$ cat src/rtl/drop_pkg.sv
// Shared types, threshold constants and the threshold helper for the drop-step scheduler.
package drop_pkg;

  typedef enum logic [1:0] {IDLE, REQ, GAP} state_t;

  localparam int TH_BASE = 16;
  localparam int TH_STEP = 2;

  // Ticks per credit; level 0 is slowest (16), level 7 fastest (2).
  function automatic logic [4:0] th(input int unsigned lvl);
    return 5'(TH_BASE - TH_STEP * int'(lvl));
  endfunction

endpackage

$ cat src/rtl/drop_step_sched_if.sv
// Tick, level and step handshake bundle between the counter chain, the scheduler and the game-state logic.
interface drop_step_sched_if #(
  parameter int CREDIT_W = 2,
  parameter int LEVEL_W  = 3
);
  logic                tick_in;
  logic [LEVEL_W-1:0]  level;
  logic                pause;
  logic                fast_drop;
  logic                step_ack;
  logic                step_req;
  logic [CREDIT_W-1:0] pending;
  logic                overflow;

  modport master (
    input  tick_in, level, pause, fast_drop, step_ack,
    output step_req, pending, overflow
  );

  modport slave (
    output tick_in, level, pause, fast_drop, step_ack,
    input  step_req, pending, overflow
  );
endinterface

$ cat src/rtl/drop_prescaler.sv
// Level-dependent tick divider; fire is a one-cycle pulse on the tick that completes a period.
module drop_prescaler
  import drop_pkg::*;
#(
  parameter int LEVEL_W = 3
) (
  input  logic               CP,
  input  logic               CR,
  input  logic               tick_in,
  input  logic               pause,
  input  logic [LEVEL_W-1:0] level,
  output logic               fire
);

  logic [3:0] p;
  logic [4:0] th_lvl;
  logic       step;

  assign th_lvl = th(int'(level));
  assign step   = tick_in & ~pause;
  // >= rather than == so a level raised mid-period fires on the next tick.
  assign fire   = step & ({1'b0, p} >= (th_lvl - 5'd1));

  always_ff @(posedge CP) begin
    if (CR) begin
      p <= 4'd0;
    end else if (step) begin
      if (fire) p <= 4'd0;
      else      p <= p + 4'd1;
    end
  end

endmodule

$ cat src/rtl/drop_step_sched.sv
// Drop-step scheduler: divides tick pulses into credits and offers each credit over req/ack.
// Optional feature macro: DROP_SCHED_FAST_EN (fast_drop makes every tick a credit).
module drop_step_sched
  import drop_pkg::*;
#(
  parameter int CREDIT_W = 2,
  parameter int LEVEL_W  = 3
) (
  input logic                CP,
  input logic                CR,
  drop_step_sched_if.master  bus
);

  localparam logic [CREDIT_W-1:0] PEND_MAX = '1;

  state_t              state, state_nxt;
  logic                pre_fire;
  logic                credit;
  logic                accept;
  logic [CREDIT_W-1:0] pending_r;
  logic                overflow_r;
  logic                step_req_r;

  drop_prescaler #(.LEVEL_W(LEVEL_W)) u_prescaler (
    .CP      (CP),
    .CR      (CR),
    .tick_in (bus.tick_in),
    .pause   (bus.pause),
    .level   (bus.level),
    .fire    (pre_fire)
  );

`ifdef DROP_SCHED_FAST_EN
  // OR, not add: a coincident prescaler fire never yields a second credit.
  assign credit = pre_fire | (bus.fast_drop & bus.tick_in & ~bus.pause);
`else
  logic unused_fast_drop;
  assign unused_fast_drop = bus.fast_drop;
  assign credit = pre_fire;
`endif

  assign accept = (state == REQ) & bus.step_ack;

  always_comb begin
    state_nxt = state;
    case (state)
      IDLE:    if ((pending_r != '0) && !bus.pause) state_nxt = REQ;
      REQ:     if (bus.step_ack) state_nxt = GAP;
      GAP:     state_nxt = IDLE;
      default: state_nxt = IDLE;
    endcase
  end

  // step_req is its own flop so the output never decodes combinationally.
  always_ff @(posedge CP) begin
    if (CR) begin
      state      <= IDLE;
      step_req_r <= 1'b0;
    end else begin
      state      <= state_nxt;
      step_req_r <= (state_nxt == REQ);
    end
  end

  always_ff @(posedge CP) begin
    if (CR) begin
      pending_r  <= '0;
      overflow_r <= 1'b0;
    end else if (credit && !accept) begin
      if (pending_r == PEND_MAX) overflow_r <= 1'b1;
      else                       pending_r  <= pending_r + 1'b1;
    end else if (accept && !credit) begin
      pending_r <= pending_r - 1'b1;
    end
  end

  assign bus.step_req = step_req_r;
  assign bus.pending  = pending_r;
  assign bus.overflow = overflow_r;

endmodule

$ cat src/flat_wrapper.sv
// flat-port wrapper written by rule: the top's interface ports become plain ports
module drop_step_sched_flat import drop_pkg::*;
#(
  parameter int CREDIT_W = 2,
  parameter int LEVEL_W  = 3
)
  (CP, CR, bus_tick_in, bus_level, bus_pause, bus_fast_drop, bus_step_ack, bus_step_req, bus_pending, bus_overflow);
  drop_step_sched_if #(.CREDIT_W(CREDIT_W), .LEVEL_W(LEVEL_W)) bus_i ();
  input logic CP;
  input logic CR;
  input wire logic [$bits(bus_i.tick_in)-1:0] bus_tick_in;
  input wire logic [$bits(bus_i.level)-1:0] bus_level;
  input wire logic [$bits(bus_i.pause)-1:0] bus_pause;
  input wire logic [$bits(bus_i.fast_drop)-1:0] bus_fast_drop;
  input wire logic [$bits(bus_i.step_ack)-1:0] bus_step_ack;
  output wire logic [$bits(bus_i.step_req)-1:0] bus_step_req;
  output wire logic [$bits(bus_i.pending)-1:0] bus_pending;
  output wire logic [$bits(bus_i.overflow)-1:0] bus_overflow;
  assign bus_i.tick_in = bus_tick_in;
  assign bus_i.level = bus_level;
  assign bus_i.pause = bus_pause;
  assign bus_i.fast_drop = bus_fast_drop;
  assign bus_i.step_ack = bus_step_ack;
  assign bus_step_req = bus_i.step_req;
  assign bus_pending = bus_i.pending;
  assign bus_overflow = bus_i.overflow;
  drop_step_sched #(.CREDIT_W(CREDIT_W), .LEVEL_W(LEVEL_W)) u_core (.CP(CP), .CR(CR), .bus(bus_i));
endmodule
$ cat config.mk
export PLATFORM = sky130hd
export DESIGN_NAME = drop_step_sched_flat
export DESIGN_NICKNAME = d
export VERILOG_FILES = /design/src/rtl/drop_pkg.sv /design/src/rtl/drop_step_sched_if.sv /design/src/rtl/drop_prescaler.sv /design/src/rtl/drop_step_sched.sv /design/src/flat_wrapper.sv
export SDC_FILE = /design/constraint.sdc
export NUM_CORES = 1
export LEC_CHECK = 0
export CORE_AREA = 2 2 39 41
export CTS_CLUSTER_DIAMETER = 30
export DETAILED_ROUTE_END_ITERATION = 10
export DIE_AREA = 0 0 41 43
export PLACE_DENSITY = 0.71
export SLEW_MARGIN = 30
export SYNTH_ARGS = -nofsm -noshare
export SYNTH_HDL_FRONTEND = slang
export SYNTH_HIERARCHICAL = 1
export SYNTH_SLANG_ARGS = --single-unit
$ cat constraint.sdc
create_clock -name CP -period 3.3 [get_ports CP]
set_input_delay 0.495 -clock CP [delete_from_list [all_inputs] [get_ports CP]]
set_output_delay 0.495 -clock CP [all_outputs]
set_load 0.01 [all_outputs]
; After elaboration in Yosys (flattened, before gate mapping)
; Cells that the tools add are included.
[totals]
rom_bits = 0
input_bits = 9
wordCells = 37
output_inout_bits = 4
ff_bits = 10
memories = 0
ram_bits = 0
latch_bits = 0
[classes]
n_reduce_logical = 11
div = 0
n_lt_le_gt_ge = 1
n_shift = 0
eq_ne = 4
mul = 0
mux = 7
bitwise_logic = 4
add_sub_neg = 5
[ops]
columns = operator, count
row1 = 2-bit 2-to-1 mux, 5
row2 = 4-bit by 5-bit greater-or-equal comparator with 1-bit output, 1
row3 = "5-bit by 1-bit subtractor with 5-bit output, second input constant", 1
row4 = "5-bit by 4-bit subtractor with 5-bit output, first input constant", 1
row5 = "4-bit by 1-bit adder with 4-bit output, second input constant", 1
row6 = "2-bit by 1-bit == test with 1-bit output, second input constant", 2
row7 = 4-bit 2-to-1 mux, 1
row8 = 2-bit one-hot mux with 2 select lines, 1
row9 = 2-bit AND reduction, 2
row10 = 2-bit nonzero test, 2
row11 = 1-bit AND, 3
row12 = 1-bit logical AND, 3
row13 = 1-bit zero test, 3
row14 = "2-bit by 1-bit adder with 2-bit output, second input constant", 1
row15 = "2-bit == test, second input constant", 1
row16 = 2-bit zero test, 1
row17 = "2-bit inequality test, second input constant", 1
row18 = "2-bit by 1-bit subtractor with 2-bit output, second input constant", 1
row19 = 1-bit NOT, 1

; Logic depth before layout (Yosys ltp)
; Gate-level depths: netlist (run 1).
[depth]
ltp_word = 8
ltp_mapped = 7
ltp_nobuf = 7

; Hierarchy
; Netlist (run 1), hierarchy kept.
[by_module_without_submodules]
columns = mod, seq_area_each_um2, cells_each, area_per_inst_um2, instances
row1 = drop_prescaler, 80.1, 35, 307.8, 1
row2 = drop_step_sched, 120.1, 25, 237.7, 1

; Worst setup path before layout (run 1)
; Ideal clock, no wire load.
[synth_path]
kind = in2reg
startpoint = in bus_level[0]
endpoint = reg u_core.pending_r[0] (netlist: u_core/bus.pending[0])
arrival_ns = 1.834
setup_ns = 0.086
cell_stages = 7
setup_slack_ns = 1.380
t_required_ns = 3.214
path_buffers = 0
path_cell_list = ha_1 > a211oi_4 > or2_1 > a21oi_1 > and2_4 > a21o_1 > a211oi_1
[synth_between]
elab_chain_len = 8
elab_cells_between_ends = 11
cone_classes = add/sub: 2 / order compare: 1 / eq/ne: 1 / mux: 1 / bitwise: 1 / reduce/logical: 5
[synth_lines]
columns = item, line
row1 = start: declaration, flat_wrapper.sv:12  ; input wire logic [$bits(bus_i.level)-1:0] bus_level;
row2 = 5-bit by 4-bit subtractor with 5-bit output (*), drop_pkg.sv:11  ; return 5'(TH_BASE - TH_STEP * int'(lvl));
row3 = 5-bit by 1-bit subtractor with 5-bit output (*), drop_prescaler.sv:22  ; assign fire = step & ({1'b0, p} >= (th_lvl - 5'd1));
row4 = 4-bit by 5-bit greater-or-equal comparator with 1-bit output (*), drop_prescaler.sv:22
row5 = 1-bit AND (*), drop_prescaler.sv:22
row6 = named net u_core.credit, drop_step_sched.sv:18  ; logic credit;
row7 = 1-bit zero test, drop_step_sched.sv:72  ; end else if (accept && !credit) begin
row8 = 1-bit logical AND, drop_step_sched.sv:72
row9 = 2-bit nonzero test (no source line), --
row10 = 2-bit AND reduction (no source line), --
row11 = end signal: assignment, drop_step_sched.sv:71  ; else pending_r <= pending_r + 1'b1;
row12 = end signal: assignment, drop_step_sched.sv:73  ; pending_r <= pending_r - 1'b1;
row13 = end: declaration, drop_step_sched.sv:20  ; logic [CREDIT_W-1:0] pending_r;
; The timed path passes the listed nets; every way through them passes the cells marked *.
; A chain may end at the register's enable or synchronous reset.

; Worst setup path after layout (run 1)
[layout_path]
startpoint = in bus_level[0]
endpoint = reg u_core.pending_r[1] (netlist: u_core/bus.pending[1])
; The elaborated chain is that of the path after synthesis.

==> results of run 1 <==
-- placed cells by master (no fill, tap or decap) --
cell type        synthesis  final
nand3_1                  1      1
nand3b_4                 1      1
o21ai_1                  1      1
nand2b_1                 1      1
o211ai_1                 2      2
nor2b_1                  2      2
nor3_1                   4      4
clkbuf_4                 0      3
o2111ai_1                4      4
inv_1                    4      4
a21oi_1                  5      5
a31oi_1                  3      3
clkdlybuf4s50_1          0     11
mux2i_1                  1      1
o21ai_0                  1      1
a21o_1                   1      1
and2b_1                  1      1
and2_4                   1      1
a211oi_4                 1      1
dfxtp_1                 10     10
ha_1                     4      4
or2_1                    1      1
nor2_1                   5      5
and4b_2                  1      1
nand2_1                  4      4
a211oi_1                 1      1
-- layout make-up --
cell class / instances / share of cell area, %
Inverter: 4 / 2.151
Clock buffer: 3 / 3.226
Timing Repair Buffer: 11 / 15.77
Sequential cell: 10 / 28.67
Tap cell: 16 / 2.867
Multi-Input combinational cell: 46 / 47.31
-- stage by stage --
stage | hold WS, ns | cell area [µm²] | setup slack (ns) | utilization, %
final | 0.4606 | 698.2 | 1.074 | 50.45
after detailed placement | 0.4568 | 675.6 | 0.8194 | 48.82
after CTS | 0.4637 | 698.2 | 1.077 | 50.45
after floorplan | 0.4223 | 545.5 | 1.380 | -
after global routing | 0.5075 | 698.2 | 0.8987 | 50.45
after global placement | 0.4391 | 675.6 | 0.8427 | 48.82
-- power by group --
part | internal (mW) | total (mW) | switching [mW]
Combinational | 0.0139 | 0.0256 | 0.0117
Clock | 0.0417 | 0.0763 | 0.0346
Sequential | 0.122 | 0.125 | 0.00266
-- sequential cells by signal (all words and copies together) (netlist names) --
register,count
u_core/bus.step_req,1
u_core/bus.pending,2
u_core/state,2
u_core/bus.overflow,1
u_core/u_prescaler/p,4
-- layer usage --
layer  up-vias  part of all wire, %  GRT usage (%)
li1        257                    -              -
met3         2                  6.0          5.236
met1       222                   48          17.80
met2        10                   46          23.13
met4         0                 0.49          6.000
met5         -                    0              0
-- worst paths after layout --
| check | startpoint | to | slack (ns) | cells past startpoint |
|---|---|---|---|---|
| max | bus_level[0] | u_core/bus.pending[1] | 1.07 | 8 |
| min | u_core/state[1] | u_core/bus.step_req | 0.46 | 1 |
| min reg2reg | u_core/state[1] | u_core/bus.step_req | 0.46 | 1 |
| max reg2reg | u_core/u_prescaler/p[2] | u_core/bus.pending[1] | 1.34 | 7 |
-- synth_stat cells --
cell type,n
a211oi_1,1
or2_1,1
nand2b_1,1
nand3_1,1
ha_1,4
o2111ai_1,4
and2b_1,1
and4b_2,1
a211oi_4,1
a31oi_1,3
o21ai_0,1
and2_4,1
a21oi_1,5
a21o_1,1
nand2_1,4
nand3b_4,1
mux2i_1,1
o211ai_1,2
nor2b_1,2
nor2_1,5
o21ai_1,1
dfxtp_1,10
nor3_1,4
inv_1,4
-- critical path, cell delays in order --
cell and delay [ns]:
clkdlybuf4s50_1 0.40, ha_1 0.33, a211oi_4 0.37, or2_1 0.16
a21oi_1 0.08, nor2_1 0.22, mux2i_1 0.22, a21oi_1 0.08
-- logic make-up after synthesis --
group,share of synthesized area (%)
AND/OR/NAND/NOR,24.08
AO/OA/AOI/OAI,25.46
flip-flops,36.70
buffers and inverters,2.751
adder cells (fa/ha/maj),9.175
multiplexers,1.835
==> impl_metrics.py, run 1 <==
metrics = {
    "setup_path": {
        "worstPathMaxFanout": 7,
        "cp-start-kind": "input port",
        "end_kind": "register",
        "worstPathRequired_ns": 3.42,
        "critical_path_class": "in -> reg",
        "critical_path_arrival_ns": 2.35,
    },
    "clocking": {
        "postCtsSetupRepairBufs": 0,
        "cts_sinks": 10,
        "htree_num_levels": 1,
        "clock_latency_ns": 0.25,
        "cts_resized": 0,
        "ctsHoldBuffers": 0,
        "clk_path_buf_depth": 2,
        "root_buffer": "clkbuf_4",
        "clk_pin_slew_ns": 0.06,
        "numCtsBuffers": 3,
        "cts_tree": "yes",
    },
    "timing": {
        "setup_viol": 0,
        "rsz0062_at_grt": "no",
        "fin_crit_ns": 2.226,
        "fmax_ghz": 0.4493,
        "skew_ns": 0.0004933,
        "relSlewSlack_pct": 69.19,
        "fin_tns_setup_ns": 0,
        "min_period_over_period_pct": 67.45,
        "slew_viol_final": 0,
        "worst_pin_slew_ns": 0.4591,
        "hold_viol": 0,
    },
    "logic_synthesis": {
        "synth_top_area_share_pct": 36.70,
        "synthesis.nets": 73,
        "syn_inst": 60,
        "synth.yosys.seq_area_share_pct": 36.70,
        "synth_area_um2": 545.5,
        "synth_area_leaders": "dfxtp_1 (37%), ha_1 (9.2%), o2111ai_1 (6.4%)",
        "synth.ff_latch_count": 10,
        "ys_types": 24,
        "post-synth-top-area-cell": "dfxtp_1",
        "syn_area_per_cell_um2": 9.092,
        "yosys_warnings": 6,
    },
    "power_and_ir_drop": {
        "peakVddDrop_v": 0.0001824,
        "leakage_nw": 0.2742,
        "power_mw": 0.2270,
        "powerDensity_nw_per_um2": 325.1,
    },
    "routing": {
        "drt-wirelength-per-cell_um": 11.34,
        "num_vias": 491,
        "drtPass1Iterations": 2,
        "drc": 0,
        "wirelength_um": 1021,
        "dr.first_iter.drc_count": 1,
        "ant_nets": 0,
        "routed_via_density": 5.456,
    },
    "finish": {
        "nets": 89,
        "drive_above_1_share_pct": 9.459,
        "n_fill_cell": 149,
        "final-instance-count-excl-fill": 90,
        "syn_to_final_growth_pct": 27.98,
        "multi_input_area_um2": 330.3,
        "final-seq-area_um2": 200.2,
        "n_antenna_cell": 0,
    },
    "outcome": {
        "outcome": "complete, no violations",
    },
    "global_routing": {
        "antenna_found_initial": 0,
        "grtUsageTotal_pct": 14.89,
        "overflow": 0,
        "grt_pass1_vias": 475,
        "grt_start_max_net_pins": 11,
        "grt_first_pass_wirelength_um": 1828,
    },
    "floorplanning": {
        "rows": 14,
        "initial_utilization_pct": 39.42,
        "die-area_um2": 1763,
        "pin_count": 13,
        "fp.dieW_um": 41,
        "core_um2": 1384,
        "dieHeight_um": 43,
    },
    "flow_run": {
        "drv_cap": 0,
    },
    "place": {
        "io_buffers": 11,
        "dp_hpwl_um": 786.3,
        "gp_congestion": 0.7001,
        "dp_cells": 87,
    },
    "worst_hold_path": {
        "hp-class": "reg -> reg",
    },
}
Note: power is estimated with default switching activity, not from simulation.
==> run 2: changes to the inputs <==
- CORE_AREA: 2 2 39 41 -> not set
- CORE_MARGIN: not set -> 2
- CORE_UTILIZATION: not set -> 41
- DIE_AREA: 0 0 41 43 -> not set
- PLACE_DENSITY: 0.71 -> 0.74
- clock period: 3.3 -> 1.8 ns (I/O delays scaled with it)
==> impl_metrics.py, run 2 (synthesis results as in run 1) <==
metrics = {
    "setup_path": {
        "cp_cell_sequence": "clkdlybuf4s50_1 -> ha_2 -> o21ai_1 -> or2_1 -> a21oi_2 -> nor2_2 -> a21o_1 -> a211oi_2",
        "max_stage_delay_ns": 0.41,
        "worstPathMaxFanout": 3,
        "path_buf_inv": 1,
        "critical_path_arrival_ns": 1.90,
        "cp_top_family": "compound AO/OA/AOI/OAI gates",
        "end_kind": "register",
        "worstPathRequired_ns": 1.98,
        "cp-start-kind": "input port",
        "crit_slowest_cell": "clkdlybuf4s50_1",
        "critical_path_class": "in -> reg",
    },
    "place": {
        "io_buffers": 11,
        "dp_hpwl_um": 859.5,
        "gp_congestion": 0.7302,
        "dp_cells": 93,
        "preCtsSetupSlack_ns": -0.3085,
    },
    "global_routing": {
        "grt_pass1_vias": 485,
        "antenna_found_initial": 0,
        "grt_first_pass_wirelength_um": 1938,
        "grtUsageTotal_pct": 18.02,
        "grt_start_max_net_pins": 11,
        "overflow": 0,
    },
    "timing": {
        "fin_crit_ns": 1.723,
        "slew_viol_final": 0,
        "setup_viol": 0,
        "hold_viol": 0,
        "skew_ns": 0.0008935,
        "worst_pin_slew_ns": 0.3725,
        "min_period_over_period_pct": 95.74,
        "fmax_ghz": 0.5803,
        "fin_tns_setup_ns": 0,
        "relSlewSlack_pct": 75.09,
        "fin_ws_ns": 0.07673,
    },
    "routing": {
        "drc": 0,
        "drtPass1Iterations": 3,
        "drt-wirelength-per-cell_um": 12.05,
        "ant_nets": 0,
        "dr.first_iter.drc_count": 6,
        "routed_via_density": 5.448,
        "wirelength_um": 1157,
        "num_vias": 523,
    },
    "clocking": {
        "clk_path_buf_depth": 2,
        "clk_pin_slew_ns": 0.06,
        "numCtsBuffers": 3,
        "root_buffer": "clkbuf_4",
        "cts_tree": "yes",
        "cts_sinks": 10,
        "htree_num_levels": 1,
        "clock_latency_ns": 0.26,
    },
    "finish": {
        "drive_above_1_share_pct": 24.69,
        "regMostFlops": "u_core/u_prescaler/p",
        "layout_common_cells": "clkdlybuf4s50_1 (10), dfxtp_1 (10), buf_4 (7)",
        "nets": 96,
        "n_antenna_cell": 0,
        "largest_register_ffs": 4,
        "final-instance-count-excl-fill": 96,
        "fin_util_pct": 61.74,
        "syn_to_final_growth_pct": 43.58,
        "n_fill_cell": 120,
    },
    "floorplanning": {
        "core_um2": 1269,
        "dieHeight_um": 40.48,
        "pin_count": 13,
        "initial_utilization_pct": 43.00,
        "rows": 13,
        "fp.dieW_um": 40.48,
        "die-area_um2": 1638,
    },
    "worst_hold_path": {
        "hp-class": "reg -> reg",
    },
    "outcome": {
        "outcome": "complete, no violations",
    },
    "power_and_ir_drop": {
        "leakage_nw": 0.3137,
        "peakVddDrop_v": 0.0003579,
        "power_mw": 0.4349,
        "powerDensity_nw_per_um2": 555.3,
    },
    "flow_run": {
        "drv_cap": 0,
    },
}
run 2: cell types whose count changed in the layout (fill, tap and decap cells not counted), sizes merged:
| cell | change |
|---|---|
| buf | +7 |
| clkdlybuf4s50 | -1 |
| dlymetal6s2s | +1 |
run 2: worst paths after layout:
check	startpoint	to	slack, ns	cells after the start
worst max-delay path	bus_level[1]	u_core/bus.pending[0]	0.08	8
worst min-delay path	u_core/state[1]	u_core/bus.step_req	0.46	1
worst max register to register	u_core/u_prescaler/p[1]	u_core/bus.pending[0]	0.14	7
worst min register to register	u_core/state[1]	u_core/bus.step_req	0.46	1
run 2: final cells by class:
| cell class | count | area (µm²) | share of cell area (%) |
|---|---|---|---|
| tap | 15 | 18.77 | 2.396 |
| sequential | 10 | 200.2 | 25.56 |
| clock buffer | 3 | 22.52 | 2.875 |
| inverter | 4 | 15.01 | 1.917 |
| timing repair buffer | 18 | 165.2 | 21.09 |
| multi-input combinational | 46 | 361.6 | 46.17 |
run 2: per-layer routing:
layer / track usage [%] / wire [µm]
met5: 0 / 0
met4: 12.50 / 8
met3: 2.222 / 44
met2: 30.95 / 584
met1: 20.27 / 520
run 2: metrics by stage:
step                hold slack (ns)  cell area (µm²)
floorplan                    0.3391            545.5
global placement             0.4424            726.9
detailed placement           0.4534            726.9
CTS                          0.4554            762.0
global route                 0.4684            783.3
finish                       0.4579            783.3
run 2: where the power goes:
part	internal (mW)	switching, mW
sequential	0.224	0.00308
clock	0.0769	0.0697
combinational	0.0344	0.0265
run 2: repair_timing:
item,CTS,global route
setup buffers,0,0
hold buffers,0,0
resized for setup,1,6
endpoints found under the setup margin,2,2
pin swaps,1,3
==> run 3: changes to the inputs <==
- CORE_AREA: not set -> 2 2 39 41
- CORE_MARGIN: 2 -> not set
- CORE_UTILIZATION: 41 -> not set
- CTS_BUF_LIST: not set -> sky130_fd_sc_hd__clkbuf_4 sky130_fd_sc_hd__clkbuf_8
- DIE_AREA: not set -> 0 0 41 43
- PLACE_DENSITY: 0.74 -> 0.73
- SKIP_LAST_GASP: not set -> 1
==> impl_metrics.py, run 3 (synthesis results as in run 1) <==
metrics = {
    "finish": {
        "drive_above_1_share_pct": 21.25,
        "syn_to_final_growth_pct": 39.91,
        "final-instance-count-excl-fill": 96,
        "n_antenna_cell": 0,
        "largest_register_ffs": 4,
        "layout_common_cells": "clkdlybuf4s50_1 (10), dfxtp_1 (10), buf_4 (6)",
        "regMostFlops": "u_core/u_prescaler/p",
        "n_fill_cell": 141,
        "nets": 95,
    },
    "setup_path": {
        "reg2reg_from": "u_core/u_prescaler/p[1]",
        "end_kind": "register",
        "r2r_slack_ns": 0.12,
        "critical_path_arrival_ns": 1.88,
        "max_stage_delay_ns": 0.41,
        "crit_slowest_cell": "clkdlybuf4s50_1",
        "cp_cell_sequence": "clkdlybuf4s50_1 -> ha_2 -> o21ai_1 -> or2_1 -> a21oi_2 -> nor2_2 -> a21o_1 -> a211oi_1",
        "cp-start-kind": "input port",
        "reg2reg_depth": 7,
        "worstPathRequired_ns": 1.97,
        "critical_path_class": "in -> reg",
        "r2r_end": "u_core/bus.pending[0]",
        "worstPathMaxFanout": 3,
    },
    "worst_hold_path": {
        "hp-class": "reg -> reg",
        "min_to": "u_core/state[0]",
        "hold_path.startpoint": "u_core/state[1]",
        "hold_depth": 1,
    },
    "timing": {
        "hold_ws_ns": 0.4686,
        "hold_viol": 0,
        "setup_viol": 0,
        "fin_crit_ns": 1.708,
        "slew_viol_final": 0,
        "min_period_over_period_pct": 94.89,
        "worst_pin_slew_ns": 0.3748,
        "relSlewSlack_pct": 74.93,
        "rsz0062_at_grt": "yes",
        "skew_ns": 0.0002395,
        "fmax_ghz": 0.5854,
        "fin_ws_ns": 0.09189,
    },
    "global_routing": {
        "grt_pass1_vias": 489,
        "overflow": 0,
        "grt_start_max_net_pins": 11,
        "grtUsageTotal_pct": 15.44,
        "antenna_found_initial": 0,
        "grt_first_pass_wirelength_um": 1897,
    },
    "clocking": {
        "ctsHoldBuffers": 0,
        "postCtsSetupRepairBufs": 0,
        "root_buffer": "clkbuf_4",
        "numCtsBuffers": 3,
        "clk_pin_slew_ns": 0.06,
        "cts_tree": "yes",
        "htree_num_levels": 1,
        "clk_path_buf_depth": 2,
        "cts_sinks": 10,
        "clock_latency_ns": 0.25,
    },
    "flow_run": {
        "drv_cap": 0,
    },
    "place": {
        "preCtsSetupSlack_ns": -0.3288,
        "dp_cells": 93,
        "dp_hpwl_um": 851.5,
        "gp_congestion": 0.7462,
        "io_buffers": 11,
    },
    "routing": {
        "wirelength_um": 1105,
        "drc": 0,
        "ant_nets": 0,
        "drtPass1Iterations": 4,
        "drt-wirelength-per-cell_um": 11.51,
        "routed_via_density": 5.344,
        "num_vias": 513,
        "dr.first_iter.drc_count": 7,
    },
    "floorplanning": {
        "pin_count": 13,
        "fp.dieW_um": 41,
        "die-area_um2": 1763,
        "dieHeight_um": 43,
        "initial_utilization_pct": 39.42,
        "rows": 14,
        "core_um2": 1384,
    },
    "power_and_ir_drop": {
        "peakVddDrop_v": 0.0004504,
        "powerDensity_nw_per_um2": 562.1,
        "leakage_nw": 0.2986,
    },
    "outcome": {
        "outcome": "complete, no violations",
    },
}
==> run 3: worst max path at each step <==
stage,cells past startpoint,end,start
after floorplan,7,u_core/bus.pending[0],u_core/u_prescaler/p[1]
final,8,u_core/bus.pending[0],bus_level[1]
after global placement,8,u_core/bus.pending[1],bus_level[0]
after global routing,8,u_core/bus.pending[0],bus_level[1]
after detailed placement,8,u_core/bus.pending[1],bus_level[0]
after CTS,8,u_core/bus.pending[0],bus_level[1]
==> run 3: what timing repair did <==
item / CTS / global route
pin swaps: 2 / 3
setup endpoints to repair: 2 / 2
hold endpoints to repair: 0 / 0
gates cloned: 0 / 0
gates resized for setup: 3 / 2
==> run 3: routing by layer <==
metal  up-vias  share of wire (%)  GRT usage (%)
li1        267                  -              -
met3         0                4.9          4.712
met1       234                 47          19.28
met4         0                  0          6.000
met2        12                 48          23.75
met5         -                  0              0
==> run 3: cell type report <==
type	count	area [µm²]	share of cell area, %
multi-input combinational	46	351.6	46.07
tap	16	20.02	2.623
inverter	4	15.01	1.967
timing repair buffer	17	153.9	20.16
sequential	10	200.2	26.23
clock buffer	3	22.52	2.951
==> run 3: power by group <==
group / leakage (nW) / internal, mW / switching, mW
Combinational: 0.204 / 0.0319 / 0.0245
Sequential: 0.0808 / 0.224 / 0.00459
Clock: 0.0138 / 0.0767 / 0.0669
==> run 3: per-stage QoR <==
stage | utilization, % | total power [mW] | instance area, µm² | setup TNS, ns
after floorplan | - | 0.2557 | 545.5 | 0
after global placement | 52.08 | 0.2867 | 720.7 | -0.7252
after detailed placement | 52.08 | 0.2882 | 720.7 | -0.8320
after CTS | 54.70 | 0.4355 | 757.0 | 0
after global routing | 55.15 | 0.4570 | 763.2 | -0.004026
final | 55.15 | 0.4290 | 763.2 | 0
==> run 3: critical path, delay by kind of cell <==
family | cells | cell delay (ns)
compound gates | 4 | 0.58
buf+inv | 1 | 0.41
simple gates | 2 | 0.32
fa+ha+maj | 1 | 0.31
